### src/rtl/logs_r_sequencer_pkg.sv
// Package for the logistic-map r sequencer.
// Contents: the FSM state encoding, the r bit patterns that pick reduced
// oscillator counts, and small constant helpers used to size the design.
package logs_r_sequencer_pkg;

  typedef enum logic [1:0] {
    ST_SETTLE = 2'd0,
    ST_PLAY   = 2'd1,
    ST_STEP   = 2'd2
  } state_t;

  // r bit patterns (top bits of r, integer part first) for the reduced-count regions
  localparam logic [7:0] REGION6_A = 8'b11_101000;  // r[FRAC+1:FRAC-6]
  localparam logic [5:0] REGION6_B = 6'b11_1101;    // r[FRAC+1:FRAC-4]
  localparam logic [6:0] REGION5   = 7'b11_10111;   // r[FRAC+1:FRAC-5]

  function automatic int max_int(input int a, input int b);
    return (a > b) ? a : b;
  endfunction

  // Largest multiple of 6 not above n (n itself when fewer than 6 oscillators)
  function automatic int n_osc_6(input int n);
    return (n < 6) ? n : 6 * (n / 6);
  endfunction

  // Largest multiple of 5 not above n (n itself when fewer than 5 oscillators)
  function automatic int n_osc_5(input int n);
    return (n < 5) ? n : 5 * (n / 5);
  endfunction

endpackage

### src/rtl/logs_r_sequencer_if.sv
// Interface between the r sequencer and the rest of the sonification datapath.
// Ports (as signals):
//   next_ready, hold, manual, step_up, step_down : into the sequencer
//   r, x_accept, r_changed, max_n_osc, osc_mask   : out of the sequencer
// Modports: master = the sequencer, slave = iterator/NCO/mixer/user side.
interface logs_r_sequencer_if #(
  parameter int N_OSC = 4,
  parameter int FRAC  = 8
);
  localparam int FC_LEN = (N_OSC > 1) ? $clog2(N_OSC) : 1;

  logic              next_ready;
  logic              hold;
  logic              manual;
  logic              step_up;
  logic              step_down;
  logic [FRAC+1:0]   r;
  logic              x_accept;
  logic              r_changed;
  logic [FC_LEN-1:0] max_n_osc;
  logic [N_OSC-1:0]  osc_mask;

  modport master (
    input  next_ready, hold, manual, step_up, step_down,
    output r, x_accept, r_changed, max_n_osc, osc_mask
  );

  modport slave (
    output next_ready, hold, manual, step_up, step_down,
    input  r, x_accept, r_changed, max_n_osc, osc_mask
  );
endinterface

### src/rtl/logs_r_sequencer_osc_region.sv
// logs_osc_region: combinational decode of r into the active oscillator set.
// Ports:
//   r          in  FRAC+2  r value (2.FRAC fixed point)
//   max_n_osc  out FC_LEN  active oscillator count minus one
//   osc_mask   out N_OSC   low 'count' bits set
// Requires FRAC >= 6 so all pattern bits exist.
module logs_osc_region
  import logs_r_sequencer_pkg::*;
#(
  parameter int N_OSC  = 4,
  parameter int FRAC   = 8,
  parameter int FC_LEN = (N_OSC > 1) ? $clog2(N_OSC) : 1
) (
  input  logic [FRAC+1:0]   r,
  output logic [FC_LEN-1:0] max_n_osc,
  output logic [N_OSC-1:0]  osc_mask
);

  localparam int N6 = n_osc_6(N_OSC);
  localparam int N5 = n_osc_5(N_OSC);

  int count_s;

  // Region match and conversion of the count into max index and thermometer mask
  always_comb begin
    count_s   = N_OSC;
    max_n_osc = '0;
    osc_mask  = '0;
    if (r[FRAC+1:FRAC-6] == REGION6_A) begin
      count_s = N6;
    end else if ((r[FRAC+1:FRAC-4] == REGION6_B) && !(&r[FRAC-5:FRAC-6])) begin
      count_s = N6;
    end else if (r[FRAC+1:FRAC-5] == REGION5) begin
      count_s = N5;
    end else begin
      count_s = N_OSC;
    end
    max_n_osc = FC_LEN'(count_s - 1);
    for (int i = 0; i < N_OSC; i++) begin
      osc_mask[i] = (i < count_s);
    end
  end

endmodule

### src/rtl/logs_r_sequencer.sv
// logs_r_sequencer: owns the logistic-map 'r' register. Auto mode sweeps r up
// after PLAY_ITERS accepted iterations; manual mode steps r on user pulses.
// After every r update the first SETTLE_ITERS iterations are discarded
// (x_accept low) so only settled x values reach the NCO frequency loader.
// Ports:
//   clk    in  clock
//   reset  in  synchronous, active-high reset
//   bus    master modport: next_ready/hold/manual/step_up/step_down in;
//          r/x_accept/r_changed/max_n_osc/osc_mask out (all registered)
module logs_r_sequencer
  import logs_r_sequencer_pkg::*;
#(
  parameter int N_OSC        = 4,
  parameter int FRAC         = 8,
  parameter int SETTLE_ITERS = 16,
  parameter int PLAY_ITERS   = 1000,
  parameter int INITIAL_R    = (1 << FRAC) | (1 << (FRAC - 4))
) (
  input logic                 clk,
  input logic                 reset,
  logs_r_sequencer_if.master  bus
);

  localparam int FC_LEN = (N_OSC > 1) ? $clog2(N_OSC) : 1;
  localparam int CNT_W  = $clog2(max_int(SETTLE_ITERS, PLAY_ITERS) + 1);

  localparam logic [FRAC+1:0] INIT_R      = (FRAC+2)'(INITIAL_R);
  localparam logic [CNT_W-1:0] SETTLE_LAST =
    (SETTLE_ITERS > 0) ? CNT_W'(SETTLE_ITERS - 1) : CNT_W'(0);
  localparam logic [CNT_W-1:0] PLAY_LAST   = CNT_W'(PLAY_ITERS - 1);
  localparam state_t          START_STATE = (SETTLE_ITERS == 0) ? ST_PLAY : ST_SETTLE;
  localparam logic [FRAC+2:0] DELTA_4     = (FRAC+3)'(4);
  localparam logic [FRAC+2:0] DELTA_1     = (FRAC+3)'(1);

  state_t            state_r, state_s;
  logic [CNT_W-1:0]  cnt_r, cnt_s;
  logic              dir_up_r, dir_up_s;
  logic [FRAC+1:0]   r_r;
  logic              x_accept_r;
  logic              r_changed_r;
  logic [FC_LEN-1:0] max_n_osc_r;
  logic [N_OSC-1:0]  osc_mask_r;

  logic              step_req_s;
  logic              count_s;
  logic [FRAC+2:0]   inc_s, dec_s, sum_s, diff_s;
  logic [FRAC+1:0]   r_new_s;
  logic [FC_LEN-1:0] region_max_s;
  logic [N_OSC-1:0]  region_mask_s;

  // Next-state and iteration-count logic
  always_comb begin
    state_s    = state_r;
    cnt_s      = cnt_r;
    dir_up_s   = dir_up_r;
    step_req_s = bus.manual && (bus.step_up ^ bus.step_down);
    count_s    = bus.next_ready && !bus.hold;
    case (state_r)
      ST_SETTLE: begin
        if (step_req_s) begin
          state_s  = ST_STEP;
          dir_up_s = bus.step_up;
          cnt_s    = '0;
        end else if (count_s) begin
          if (cnt_r == SETTLE_LAST) begin
            state_s = ST_PLAY;
            cnt_s   = '0;
          end else begin
            cnt_s = cnt_r + CNT_W'(1);
          end
        end else begin
          cnt_s = cnt_r;
        end
      end
      ST_PLAY: begin
        if (step_req_s) begin
          state_s  = ST_STEP;
          dir_up_s = bus.step_up;
          cnt_s    = '0;
        end else if (count_s) begin
          if (cnt_r == PLAY_LAST) begin
            // In manual mode the count parks at its last value and PLAY continues
            if (!bus.manual) begin
              state_s  = ST_STEP;
              dir_up_s = 1'b1;
              cnt_s    = '0;
            end else begin
              cnt_s = cnt_r;
            end
          end else begin
            cnt_s = cnt_r + CNT_W'(1);
          end
        end else begin
          cnt_s = cnt_r;
        end
      end
      ST_STEP: begin
        state_s = START_STATE;
        cnt_s   = '0;
      end
      default: begin
        state_s = START_STATE;
        cnt_s   = '0;
      end
    endcase
  end

  // r step arithmetic: coarse steps below 3.0, fine steps above; wrap on overflow, clamp at the floor
  always_comb begin
    inc_s  = (r_r[FRAC+1:FRAC] != 2'b11) ? DELTA_4 : DELTA_1;
    dec_s  = ((r_r[FRAC+1:FRAC] == 2'b11) && (|r_r[FRAC-1:0])) ? DELTA_1 : DELTA_4;
    sum_s  = {1'b0, r_r} + inc_s;
    diff_s = {1'b0, r_r} - dec_s;
    if (dir_up_r) begin
      r_new_s = sum_s[FRAC+2] ? INIT_R : sum_s[FRAC+1:0];
    end else begin
      r_new_s = (diff_s[FRAC+2] || (diff_s[FRAC+1:0] < INIT_R)) ? INIT_R : diff_s[FRAC+1:0];
    end
  end

  logs_osc_region #(
    .N_OSC  (N_OSC),
    .FRAC   (FRAC),
    .FC_LEN (FC_LEN)
  ) u_region (
    .r         (r_new_s),
    .max_n_osc (region_max_s),
    .osc_mask  (region_mask_s)
  );

  // State, counter and output registers; r and the oscillator set load only in STEP
  always_ff @(posedge clk) begin
    if (reset) begin
      state_r     <= START_STATE;
      cnt_r       <= '0;
      dir_up_r    <= 1'b1;
      r_r         <= INIT_R;
      x_accept_r  <= (SETTLE_ITERS == 0);
      r_changed_r <= 1'b0;
      max_n_osc_r <= FC_LEN'(N_OSC - 1);
      osc_mask_r  <= '1;
    end else begin
      state_r    <= state_s;
      cnt_r      <= cnt_s;
      dir_up_r   <= dir_up_s;
      x_accept_r <= (state_s == ST_PLAY);
      if (state_r == ST_STEP) begin
        r_r         <= r_new_s;
        r_changed_r <= (r_new_s != r_r);
        max_n_osc_r <= region_max_s;
        osc_mask_r  <= region_mask_s;
      end else begin
        r_changed_r <= 1'b0;
      end
    end
  end

  assign bus.r         = r_r;
  assign bus.x_accept  = x_accept_r;
  assign bus.r_changed = r_changed_r;
  assign bus.max_n_osc = max_n_osc_r;
  assign bus.osc_mask  = osc_mask_r;

endmodule

### src/flat_wrapper.sv
// flat-port wrapper written by rule: the top's interface ports become plain ports
module logs_r_sequencer_flat import logs_r_sequencer_pkg::*;
#(
  parameter int N_OSC        = 4,
  parameter int FRAC         = 8,
  parameter int SETTLE_ITERS = 16,
  parameter int PLAY_ITERS   = 1000,
  parameter int INITIAL_R    = (1 << FRAC) | (1 << (FRAC - 4))
)
  (clk, reset, bus_next_ready, bus_hold, bus_manual, bus_step_up, bus_step_down, bus_r, bus_x_accept, bus_r_changed, bus_max_n_osc, bus_osc_mask);
  logs_r_sequencer_if #(.N_OSC(N_OSC), .FRAC(FRAC)) bus_i ();
  input logic clk;
  input logic reset;
  input wire logic [$bits(bus_i.next_ready)-1:0] bus_next_ready;
  input wire logic [$bits(bus_i.hold)-1:0] bus_hold;
  input wire logic [$bits(bus_i.manual)-1:0] bus_manual;
  input wire logic [$bits(bus_i.step_up)-1:0] bus_step_up;
  input wire logic [$bits(bus_i.step_down)-1:0] bus_step_down;
  output wire logic [$bits(bus_i.r)-1:0] bus_r;
  output wire logic [$bits(bus_i.x_accept)-1:0] bus_x_accept;
  output wire logic [$bits(bus_i.r_changed)-1:0] bus_r_changed;
  output wire logic [$bits(bus_i.max_n_osc)-1:0] bus_max_n_osc;
  output wire logic [$bits(bus_i.osc_mask)-1:0] bus_osc_mask;
  assign bus_i.next_ready = bus_next_ready;
  assign bus_i.hold = bus_hold;
  assign bus_i.manual = bus_manual;
  assign bus_i.step_up = bus_step_up;
  assign bus_i.step_down = bus_step_down;
  assign bus_r = bus_i.r;
  assign bus_x_accept = bus_i.x_accept;
  assign bus_r_changed = bus_i.r_changed;
  assign bus_max_n_osc = bus_i.max_n_osc;
  assign bus_osc_mask = bus_i.osc_mask;
  logs_r_sequencer #(.N_OSC(N_OSC), .FRAC(FRAC), .SETTLE_ITERS(SETTLE_ITERS), .PLAY_ITERS(PLAY_ITERS), .INITIAL_R(INITIAL_R)) u_core (.clk(clk), .reset(reset), .bus(bus_i));
endmodule
### config.mk
export PLATFORM = sky130hd
export DESIGN_NAME = logs_r_sequencer_flat
export DESIGN_NICKNAME = d
export VERILOG_FILES = /design/src/rtl/logs_r_sequencer_pkg.sv /design/src/rtl/logs_r_sequencer_if.sv /design/src/rtl/logs_r_sequencer_osc_region.sv /design/src/rtl/logs_r_sequencer.sv /design/src/flat_wrapper.sv
export SDC_FILE = /design/constraint.sdc
export NUM_CORES = 1
export LEC_CHECK = 0
export BUFFER_PORTS_ARGS = -buffer_cell sky130_fd_sc_hd__buf_4
export CORE_MARGIN = 2
export CORE_UTILIZATION = 59
export CTS_CLUSTER_DIAMETER = 80
export DETAILED_ROUTE_END_ITERATION = 10
export MAX_ROUTING_LAYER = met4
export PLACE_DENSITY_LB_ADDON = 0.08
export REMOVE_ABC_BUFFERS = 1
export SYNTH_ARGS = -nofsm -noshare
export SYNTH_HDL_FRONTEND = slang
export SYNTH_SLANG_ARGS = --single-unit
### constraint.sdc
create_clock -name clk -period 4.5 [get_ports clk]
set_input_delay 0.9 -clock clk [delete_from_list [all_inputs] [get_ports clk]]
set_output_delay 0.9 -clock clk [all_outputs]
set_load 0.02 [all_outputs]
After elaboration in Yosys (flattened, before gate mapping)
Index checks and enable logic that the tools add are counted.
- bitwise logic cells: 2
- multiplexer cells: 27
- add/subtract/negate cells: 3
- shift-type cells: 0
- div/mod/pow operators: 0
- multipliers: 0
- $lt $le $gt $ge: 1
- reductions and logical operators: 11
- equality and inequality tests: 14
- operators by type and width (cell ; number):
    10-bit 2-to-1 mux ; 10
    10-bit case mux with 2 select lines ; 1
    2-bit 2-to-1 mux ; 7
    10-bit by 11-bit adder with 11-bit output ; 1
    10-bit by 11-bit subtractor with 11-bit output ; 1
    10-bit by 1-bit adder with 10-bit output (second input constant) ; 1
    10-bit equality test (second input constant) ; 1
    10-bit by 4-bit equality test with 1-bit output (second input constant) ; 1
    10-bit by 9-bit less-than comparator with 1-bit output (second input constant) ; 1
    10-bit != test ; 1
    3-bit by 1-bit != test with 1-bit output (second input constant) ; 3
    8-bit OR reduction ; 1
    3-bit 2-to-1 mux ; 2
    1-bit 2-to-1 mux ; 5
    5-bit AND reduction ; 1
    2-bit by 1-bit equality test with 1-bit output (second input constant) ; 2
    2-bit equality test (second input constant) ; 2
    4-bit by 3-bit != test with 1-bit output (second input constant) ; 1
    2-bit case mux with 2 select lines ; 1
    1-bit logical AND ; 3
    3-bit by 2-bit != test with 1-bit output (second input constant) ; 1
    3-bit AND reduction ; 1
    2-bit zero test ; 1
    2-bit by 1-bit != test with 1-bit output (second input constant) ; 1
    other kinds (8) ; 8
- RAM bits: 0
- bits in latches: 0
- register bits after elaboration: 25
- ROM bits: 0
- input bits: 7
- output and inout bits: 18
- memories kept: 0
- word-level logic and storage cells: 64

Logic depth before layout (Yosys ltp)
- depth after elaboration: 9
- gate-level depth with buffers: 13
- depth with buffers taken out: 12

Modules after synthesis
A second synthesis with hierarchy kept.
- cell total of the unflattened synthesis: 311
- area, all modules: 2287.2 um2
- by module, submodules not included (module ; times used ; seq. area each (um2) ; area each (um2) ; cells each):
    logs_r_sequencer ; 1 ; 620.6 ; 2238.4 ; 304
    logs_osc_region ; 1 ; 0.0 ; 48.8 ; 7

Worst setup path before layout
OpenSTA, ideal clock, no wires.
- path kind: register -> register
- start point: reg u_core.r_r[3], in the netlist u_core.bus.r[3]
- end point: reg u_core.r_changed_r, in the netlist u_core.bus.r_changed
- data required time: 4380 ps
- slack: 1097 ps
- stages on the path, launching flop included: 13
- clock period less this slack: 3403 ps
- setup time: 120 ps
- path buffers: 1
- arrival time: 3283 ps
- cell sequence: dfxtp_1 > buf_2 > nor4_2 > nand2_1 > o211ai_1 > inv_1 > ha_1 > a311oi_1 > or4_1 > a31oi_4 > o31a_1 > or3_1 > o31a_1
- cells in the longest elaborated chain, start to end: 9
- elaborated cells between the ends (all ways): 11
- those cells by class: add/sub: 2; order compare: 1; eq/ne: 1; mux: 4; reduce/logical: 3
- RTL lines (element ; RTL line ; source):
    start: declaration ; logs_r_sequencer.sv:38 ; logic [FRAC+1:0] r_r;
    start signal: assignment ; logs_r_sequencer.sv:148 ; r_r <= r_new_s;
    8-bit OR reduction ; logs_r_sequencer.sv:111 ; dec_s = ((r_r[FRAC+1:FRAC] == 2'b11) && (|r_r[FRAC-1:0])) ? DELTA_1 : DELTA_4;
    1-bit logical AND ; logs_r_sequencer.sv:111 ;
    3-bit 2-to-1 mux ; logs_r_sequencer.sv:111 ;
    10-bit by 11-bit subtractor with 11-bit output ; logs_r_sequencer.sv:113 ; diff_s = {1'b0, r_r} - dec_s;
    10-bit by 9-bit less-than comparator with 1-bit output ; logs_r_sequencer.sv:117 ; r_new_s = (diff_s[FRAC+2] || (diff_s[FRAC+1:0] < INIT_R)) ? INIT_R : diff_s[FRAC+1:0];
    1-bit logical OR ; logs_r_sequencer.sv:117 ;
    10-bit 2-to-1 mux ; logs_r_sequencer.sv:117 ;
    10-bit 2-to-1 mux ; logs_r_sequencer.sv:114 ; if (dir_up_r) begin
    10-bit != test * ; logs_r_sequencer.sv:149 ; r_changed_r <= (r_new_s != r_r);
    end signal: assignment ; logs_r_sequencer.sv:149 ;
    end: declaration ; logs_r_sequencer.sv:40 ; logic r_changed_r;
Mark *: on every way between the ends. The rest lies on a longest branch, timed or not.
A chain may end at the register's enable or synchronous reset.

Worst setup path after layout
- start point: reg u_core.r_r[4], in the netlist u_core.bus.r[4]
- end point: reg u_core.r_changed_r, in the netlist u_core.bus.r_changed
Same word-level chain as after synthesis.

==> summary.txt <==
Outcome: complete, no violations
Int Power: 328 uW
Clock Power Share: 0.284
Total CTS buffers: 3
Core Area: 3610 um^2
Global-route wire length before repair: 10100 um
Worst Hold Path EP: u_core.cnt_r[1]
Drt pass-1 iters: 5
Area leader, netlist: dfxtp_1
Vias in the first global route: 2161
Max VDD drop: 0.000188 V
Met2 GRT Util: 0.543
Fin area: 2370 um^2
Slew of the pin with the lowest slew margin: 0.780 ns
Buffers and inverters on the worst path: 1
Layout cell share with drive strength beyond 1: 0.135
Ys Warns: 0
CP max-delay cell: a311oi_1
Hold Vio Cnt, Final: 0
Mean Syn Cell Area: 7.46 um^2
H-tree depth: 1
Pwr Density: 200 nW/um^2
Worst-skew pair later-pin latency: 0.27 ns
Top cells by area, synth: dfxtp_1, nor2_1, a21oi_1
Psw: 146 uW
Max incr delay on CP: 0.55 ns
RSZ-0062 raised after global routing: false
TritonCTS clock tree: yes
CP Launch Type: flip-flop
R2r setup slk: 0.66 ns
Comb pwr share: 0.215
Die area: 4180 um^2
Wire per inst: 17.9 um
Initial antenna violation count: 0
First-iteration detailed-routing DRC count: 300
Max-cap violation count: 0
Post CTS Setup Buffer Count: 0
Hold Crit Class: reg2reg
Fin crit share: 0.853
Hold Crit Start: u_core.cnt_r[1]
DRC viols: 0
GRT Overall Usage: 0.316
Achievable Freq: 261 MHz
CP most frequent cell: o31a_1
Die W: 64.6 um
Critical path arrival: 4.00 ns
Synth cell types: 63
Leakage: 0.000873 uW
Dpl hpwl: 4590 um
Worst Hold Depth: 2
Synth top area share: 0.231
Largest net degree at the start of global routing: 20
Die height: 64.6 um
N_diodes: 0
P&R area growth vs syn: 9.28%
Register area share after synthesis: 0.231
Post-DRT Antenna Nets: 0
Via/cell ratio: 6.88
Worst flop-to-flop path startpoint: u_core.bus.r[4]
Sw frac: 0.307
Final Wtd Congestion: 0.967
GR Util met3: 0.0330
Global route hottest layer: met2
Rows: 22
Synth Instances: 291
Hold_buf cts: 0
# setup viols final: 0
Sequential power share: 0.501
Max clock buf depth: 2
Fin. max-slew vios: 0
Relative slew margins: 0.479
Quantity of I/O buffers inserted on ports: 18
Initial Utilization: 0.602
RR Endpoint: u_core.bus.r_changed
Prevailing post-synth register cell: dfxtp_1
WP data required: 4.66 ns
Final WL: 6310 um
Top post-synthesis cells by count: nor2_1, dfxtp_1, a21oi_1, nand2_1, inv_1
Critical path class: reg2reg
CTS Root Cell: clkbuf_8
FF-to-FF path depth: 11
Synth Cell Area: 2170 um^2
Worst Path Max Fanout: 13
Family with the most delay on the worst path: compound AO/OA/AOI/OAI gates
Final net count: 317
Skew final: 0.00438 ns
Top-count cell post-synth: nor2_1
Dpl cell area: 2330 um^2
Met1 Usage GRT: 0.373
Final min period: 3.84 ns
EDFF count, synth: 0
GR Overflow Total: 0
Crit path cell chain: nor4_2 -> nand2_1 -> o211ai_1 -> inv_1 -> ha_1 -> a311oi_1 -> or4_1 -> a31oi_4 -> o31a_1 -> or3_1 -> o31a_1
Flops & latches, synth: 25
Routed vias: 2420
Crit. End Element: flip-flop
Reg clk slew, reported paths: 0.09 ns
Post-CTS Resized: 0
Setup TNS: 0 ns
Ys async rst share: 0
I/O pins: 25
Sink Count: 25
==> worst max path at each step <==
stage	from	end	slack, ns	cells after the start
after floorplan	u_core.bus.r[3]	u_core.bus.r_changed	1.00	12
after global placement	u_core.bus.r[2]	u_core.bus.r_changed	0.84	11
after detailed placement	u_core.bus.r[2]	u_core.bus.r_changed	0.77	11
after CTS	u_core.bus.r[2]	u_core.bus.r_changed	0.74	11
after global routing	u_core.bus.r[4]	u_core.bus.r_changed	0.45	11
final	u_core.bus.r[4]	u_core.bus.r_changed	0.66	11
==> tightest hold or removal path: cells and delay by family, from the launching register on <==
family	cells	cell delay (ns)
DFF	1	0.36
muxes	1	0.08
and+or+nand+nor	1	0.07
==> cell families after synthesis <==
family | share of synthesized area
xor+xnor | 0.0565
flops | 0.231
other cells | 0.00173
mux | 0.0150
buf+inv | 0.0715
simple gates | 0.284
fa+ha+maj | 0.0288
compound gates | 0.312
==> flip-flops by register name, summed over array words and instances, names as in the netlist <==
| register | count |
|---|---|
| u_core.state_r | 2 |
| u_core.bus.x_accept | 1 |
| u_core.cnt_r | 10 |
| u_core.bus.r_changed | 1 |
| u_core.dir_up_r | 1 |
| u_core.bus.r | 10 |
==> cell type report <==
class | count | area (um^2)
repair buffers | 24 | 180
inverters | 14 | 52.6
clock buffers | 4 | 45.0
well taps | 48 | 60.1
flip-flops and latches | 25 | 500
multi-input cells | 237 | 1530
fillers | 328 | 1230
==> cells in the final DEF, fill, tap and decap left out, types with 2 or more instances in the layout <==
cell,synthesis,final
conb_1,1,6
a21oi_1,17,17
or4_1,2,2
ha_1,5,5
a311oi_1,3,3
a21o_1,4,4
or2_2,3,3
a211oi_1,3,3
xnor2_1,9,9
nand2b_1,6,6
a221oi_1,5,5
o21ai_0,10,10
inv_1,13,13
o31a_1,3,3
nor4_1,9,9
buf_4,6,24
a211o_1,2,2
o32ai_1,4,4
or3_1,5,5
o221ai_1,3,3
nor2b_1,5,5
o2111ai_1,2,2
a21boi_0,2,2
nor3b_1,3,3
a32oi_1,3,3
a31oi_1,9,9
o211ai_1,4,4
nand2_1,17,17
xor2_1,5,5
mux2_2,2,2
dfxtp_1,25,25
nand3_1,10,10
nor3_1,11,11
nor2_1,40,40
clkbuf_8,0,3
==> power groups by stage <==
| stage | Sequential (uW) | Clock [uW] | Combinational, uW |
|---|---|---|---|
| finish | 237 | 134 | 102 |
| global route | 238 | 145 | 110 |
| CTS | 237 | 136 | 99.6 |
| detailed placement | 242 | 0 | 99.1 |
| global placement | 242 | 0 | 99.4 |
| floorplan | 243 | 0 | 67.5 |
==> per-stage QoR <==
stage	cells	util	power (uW)	hold slack, ns	worst slack, ns
3_3_place_gp	348	0.645	341	0.506	0.841
5_1_grt	352	0.658	494	0.560	0.450
3_5_place_dp	348	0.645	341	0.519	0.768
4_1_cts	352	0.658	472	0.541	0.740
6_report	352	0.658	474	0.544	0.662
2_1_floorplan	276	-	311	0.491	1.00
==> per-layer routing <==
metal / wire length [um] / up-vias
met5: 0 / -
met4: 376 / 0
met3: 495 / 43
met2: 3000 / 148
met1: 2440 / 1114
li1: - / 1115
No activity file was read; power rests on OpenSTA's default activity.
